**src/rtl/alu_gate_pipe.sv**
```systemverilog
// rtl/alu_gate_pipe.sv - pipelined logic-op unit with valid/ready backpressure
module alu_gate_pipe #(
    parameter int DATA_WIDTH = 32,
    parameter int PIPE_DEPTH = 2,
    parameter int TAG_WIDTH  = 5
) (
    input  logic                             clk_i,
    input  logic                             rst_i,
    input  logic                             in_valid_i,
    output logic                             in_ready_o,
    input  logic [2:0]                       op_i,
    input  logic [DATA_WIDTH-1:0]            rs1_data_i,
    input  logic [DATA_WIDTH-1:0]            rs2_data_i,
    input  logic [TAG_WIDTH-1:0]             tag_i,
    output logic                             out_valid_o,
    input  logic                             out_ready_i,
    output logic [DATA_WIDTH-1:0]            rd_data_o,
    output logic [TAG_WIDTH-1:0]             tag_o,
    output logic                             zero_o,
    output logic                             parity_o,
    output logic [$clog2(PIPE_DEPTH+1)-1:0]  occupancy_o
);

    localparam int OCC_W = $clog2(PIPE_DEPTH + 1);
    localparam int LAST  = PIPE_DEPTH - 1;

    logic [PIPE_DEPTH-1:0] v_q;
    logic [PIPE_DEPTH-1:0] adv;
    logic [DATA_WIDTH-1:0] data_q [PIPE_DEPTH];
    logic [TAG_WIDTH-1:0]  tag_q  [PIPE_DEPTH];
    logic [PIPE_DEPTH-1:0] zero_q;
    logic [PIPE_DEPTH-1:0] par_q;
    logic [DATA_WIDTH-1:0] result;

    // Stage k may move when any stage from k to the end has a hole, or the
    // consumer takes the head; one running OR keeps this free of self-loops.
    always_comb begin
        logic chain;
        adv   = '0;
        chain = out_ready_i;
        for (int k = LAST; k >= 0; k--) begin
            chain  = chain || !v_q[k];
            adv[k] = chain;
        end
    end

    always_comb begin
        result = '0;
        case (op_i)
            3'd0:    result = rs1_data_i & rs2_data_i;
            3'd1:    result = rs1_data_i | rs2_data_i;
            3'd2:    result = rs1_data_i ^ rs2_data_i;
            3'd3:    result = ~rs1_data_i;
            3'd4:    result = ~(rs1_data_i & rs2_data_i);
            3'd5:    result = ~(rs1_data_i | rs2_data_i);
            3'd6:    result = ~(rs1_data_i ^ rs2_data_i);
            default: result = rs1_data_i;
        endcase
    end

    always_ff @(posedge clk_i) begin
        if (rst_i) begin
            v_q    <= '0;
            zero_q <= '0;
            par_q  <= '0;
            for (int k = 0; k < PIPE_DEPTH; k++) begin
                data_q[k] <= '0;
                tag_q[k]  <= '0;
            end
        end else begin
            if (adv[0]) begin
                v_q[0] <= in_valid_i;
                if (in_valid_i) begin
                    data_q[0] <= result;
                    tag_q[0]  <= tag_i;
                    zero_q[0] <= (result == '0);
                    par_q[0]  <= ^result;
                end
            end
            // Payload only moves with a valid bit so an emptied head keeps its last value.
            for (int k = 1; k < PIPE_DEPTH; k++) begin
                if (adv[k]) begin
                    v_q[k] <= v_q[k-1];
                    if (v_q[k-1]) begin
                        data_q[k] <= data_q[k-1];
                        tag_q[k]  <= tag_q[k-1];
                        zero_q[k] <= zero_q[k-1];
                        par_q[k]  <= par_q[k-1];
                    end
                end
            end
        end
    end

    always_comb begin
        occupancy_o = '0;
        for (int k = 0; k < PIPE_DEPTH; k++) begin
            occupancy_o = occupancy_o + OCC_W'(v_q[k]);
        end
    end

    assign in_ready_o  = adv[0];
    assign out_valid_o = v_q[LAST];
    assign rd_data_o   = data_q[LAST];
    assign tag_o       = tag_q[LAST];
    assign zero_o      = zero_q[LAST];
    assign parity_o    = par_q[LAST];

endmodule

```
**config.mk**
```make
export PLATFORM = sky130hd
export DESIGN_NAME = alu_gate_pipe
export DESIGN_NICKNAME = d
export VERILOG_FILES = /design/src/rtl/alu_gate_pipe.sv
export SDC_FILE = /design/constraint.sdc
export NUM_CORES = 1
export LEC_CHECK = 0
export CAP_MARGIN = 15
export CORE_MARGIN = 5
export CORE_UTILIZATION = 48
export DETAILED_ROUTE_END_ITERATION = 6
export PLACE_DENSITY = 0.78
export SLEW_MARGIN = 20
export SYNTH_ARGS = -nofsm -noshare
export SYNTH_HDL_FRONTEND = slang
export SYNTH_SLANG_ARGS = --single-unit
```
**constraint.sdc**
```tcl
create_clock -name clk_i -period 2.9 [get_ports clk_i]
set_clock_uncertainty 0.2 [all_clocks]
set_input_delay 0.58 -clock clk_i [delete_from_list [all_inputs] [get_ports clk_i]]
set_output_delay 0.58 -clock clk_i [all_outputs]
set_load 0.02 [all_outputs]
```
==> results.toml, run 1 <==
[global_routing]
grtUsageMet1 = 0.224
grt.overflow.total = 0
grt_use_met3 = 0.0344
grt.met2_usage = 0.339
grt_max_degree = 44
grt_pass1_wl_mm = 22.5
first_global_vias = 4836
antenna_found_initial = 0
grt.busiest_layer = "met2"
grtUsageTotal = 0.190

[clocking]
tritoncts = "yes"
htree_levels = 3
clk_pin_slew_worst_paths_ns = 0.06
numCtsBuffers = 9
cts-hold-fix-buffers = 0
cts_buffer_depth = 2
cts_sinks = 80
clockRootBuffer = "clkbuf_16"
clk_latency_ns = 0.33

[layout]
final_cell_area_um2 = 9260
nets = 940
fin_util = 0.743
syn_to_final_growth_pct = 53.3
final_common_cell = "buf_4"
layout_common_cells = "buf_4 (141), edfxtp_1 (74), inv_1 (73), ha_1 (65), clkdlybuf4s50_1 (50)"
diodes = 0
drive_gt1_frac = 0.388

[pwr]
power_density_nw_per_um2 = 501
worst_ir_drop_vdd_v = 0.000303
switching_power_w = 0.00132
switching_share = 0.285
p_seq_frac = 0.303
power_frac_clock = 0.270
internal_power_w = 0.00332
p_leak_nw = 4.37
p_comb_frac = 0.427

[logic_synthesis]
ys_async_sr_fraction = 0
syn_nets = 728
synth_xor_area_frac = 0.0580
ys_ff_latch = 80
synth_ff_type = "edfxtp_1"
avgSynthCellArea_um2 = 10.6
ys_types = 40
yosys_warnings = 0
synth_top_area_frac = 0.368
syn_inst = 571
synthAdderAreaFrac = 0.168
ys_top_cells_by_area = "edfxtp_1 (37%), ha_1 (17%), mux4_2 (6.7%)"
synth-edff-count = 74
synthMuxAreaShare = 0.0853
synth_simple_gate_area_share = 0.114
synth_top_cell_by_area = "edfxtp_1"
synth_compound_area_frac = 0.0636
seq_area_frac_synth = 0.388
synth_top_family_by_area = "adder cells"
syn_area_um2 = 6040

[timing]
finalHoldViolCount = 0
final-setup-viol-count = 1
setup_ws_ns = -0.0150
rsz0062_at_grt = "yes"
min_period_ns = 2.91
maxSlewViolCount = 0
period_share = 1.01
max_slew.worst_pin.slew_ns = 0.559
maxSlewHeadroom = 0.622
fmax_mhz = 343
fin_hold_ws_ns = 0.298

[routing]
ant_nets = 0
routedWlPerCell_um = 16.2
via_per_inst = 4.97
route.detailed.drc = 0
firstDrtPassIters = 4
wl_mm = 15.6
first_iter_violations = 235
via_count = 4774

[floorplanning]
placeableCoreArea_um2 = 12500
fp.dieH_um = 122
num_rows = 41
die_area_um2 = 14900
start_util = 0.485
dieWidth_um = 122
ios = 119

[critical_path]
cp-end-kind = "register"
cp_data_arrival_time_ns = 2.94
rr_startpoint = "v_q[1]"
required_ns = 2.93
path_class = "in2reg"
critical_path.max_fanout = 2
start_kind = "input pin"
cp-startpoint = "rs1_data_i[27]"

[min_path]
hp-class = "reg2reg"
hold_start = "zero_q[0]"

[run_status]
status = "finished, violations left"
violations = "negative setup slack"

[placed_design]
dp_hpwl_mm = 9.97
portBuffers = 118
dpl_cell_area_um2 = 7810
place.gp.congestion = 0.850

[job]
maxCapViolations = 0
[layout make-up]
type	count	area (um2)
Clock inverter	7	110
Clock buffer	9	225
Timing Repair Buffer	266	2320
Sequential cell	80	2340
Inverter	86	340
Fill cell	776	3200
Tap cell	172	215
Multi-Input combinational cell	340	3700
[flip-flops by register name (all words and copies together) (netlist names)]
signal,count
tag_q,10
v_q,2
par_q,2
data_q,64
zero_q,2
[stage by stage]
stage / setup WS (ns) / total power [W] / instances / setup TNS [ns]
floorplan: -0.0294 / 0.00224 / 571 / -0.0294
global placement: -0.828 / 0.00265 / 889 / -1.19
detailed placement: -0.884 / 0.00270 / 889 / -1.32
CTS: -0.126 / 0.00412 / 939 / -0.126
global route: -0.143 / 0.00484 / 960 / -0.160
finish: -0.0150 / 0.00464 / 960 / -0.0150
[routing by layer]
metal	up-vias	share of wire
met5	-	0
met4	0	0.035
met3	37	0.052
met2	157	0.53
met1	2270	0.38
li1	2310	-
[cells in the mapped netlist (3+ instances only)]
| cell | instances |
|---|---|
| nor2_1 | 46 |
| o22ai_1 | 3 |
| nand2b_1 | 6 |
| o221ai_1 | 5 |
| buf_2 | 10 |
| ha_1 | 81 |
| xnor2_1 | 39 |
| inv_1 | 86 |
| o21ai_0 | 16 |
| nor3_1 | 3 |
| a211o_1 | 4 |
| nor2b_1 | 7 |
| and2_1 | 43 |
| a21oi_1 | 7 |
| clkbuf_1 | 12 |
| mux2i_1 | 11 |
| o211ai_1 | 6 |
| o32ai_1 | 3 |
| nand4_1 | 4 |
| buf_4 | 41 |
| edfxtp_1 | 74 |
| nand3_1 | 3 |
| dfxtp_1 | 6 |
| and3_1 | 4 |
| nand2_1 | 15 |
| mux4_2 | 18 |
[final timing paths]
path | end | slack (ns) | cells after the start
min reg2reg | zero_q[0] | 0.30 | 1
max reg2reg | tag_q[0][1] | 0.92 | 6
min | zero_q[0] | 0.30 | 1
max | par_q[0] | -0.01 | 11
[worst max-delay path: stages]
cell and delay, ns:
dlygate4sd2_1 0.24, inv_1 0.08, ha_1 0.23, mux4_2 0.51, xnor2_4 0.21, ha_4 0.25, xnor2_4 0.16, xnor2_2 0.23
xnor2_2 0.15, xnor2_1 0.10, a22o_1 0.19
[power groups by stage]
stage / combinational [W] / sequential (W) / clock, W
finish: 0.00198 / 0.00140 / 0.00125
global route: 0.00210 / 0.00141 / 0.00133
CTS: 0.00144 / 0.00140 / 0.00127
detailed placement: 0.00128 / 0.00143 / 0
global placement: 0.00123 / 0.00143 / 0
floorplan: 0.000817 / 0.00142 / 0
[kinds of logic after synthesis]
logic type / Yosys count
buffers and inverters: 151
AND/OR/NAND/NOR: 135
adder cells (fa/ha/maj): 81
flip-flops: 80
AO/OA/AOI/OAI: 55
XOR/XNOR: 40
multiplexers: 29
[timing repair]
item | CTS | global route
pin swaps | 58 | 77
buffers inserted | 34 | 19
resized for setup | 101 | 158
endpoints found under the setup margin | 2 | 4
cloned | 0 | 3
No activity file was read; power rests on OpenSTA's default activity.
==> inputs of run 2 (changes only) <==
- HOLD_SLACK_MARGIN: default -> 0.06
==> results of run 2 <==
Same layout as run 1: the final DEF is identical, and so are final timing and power.
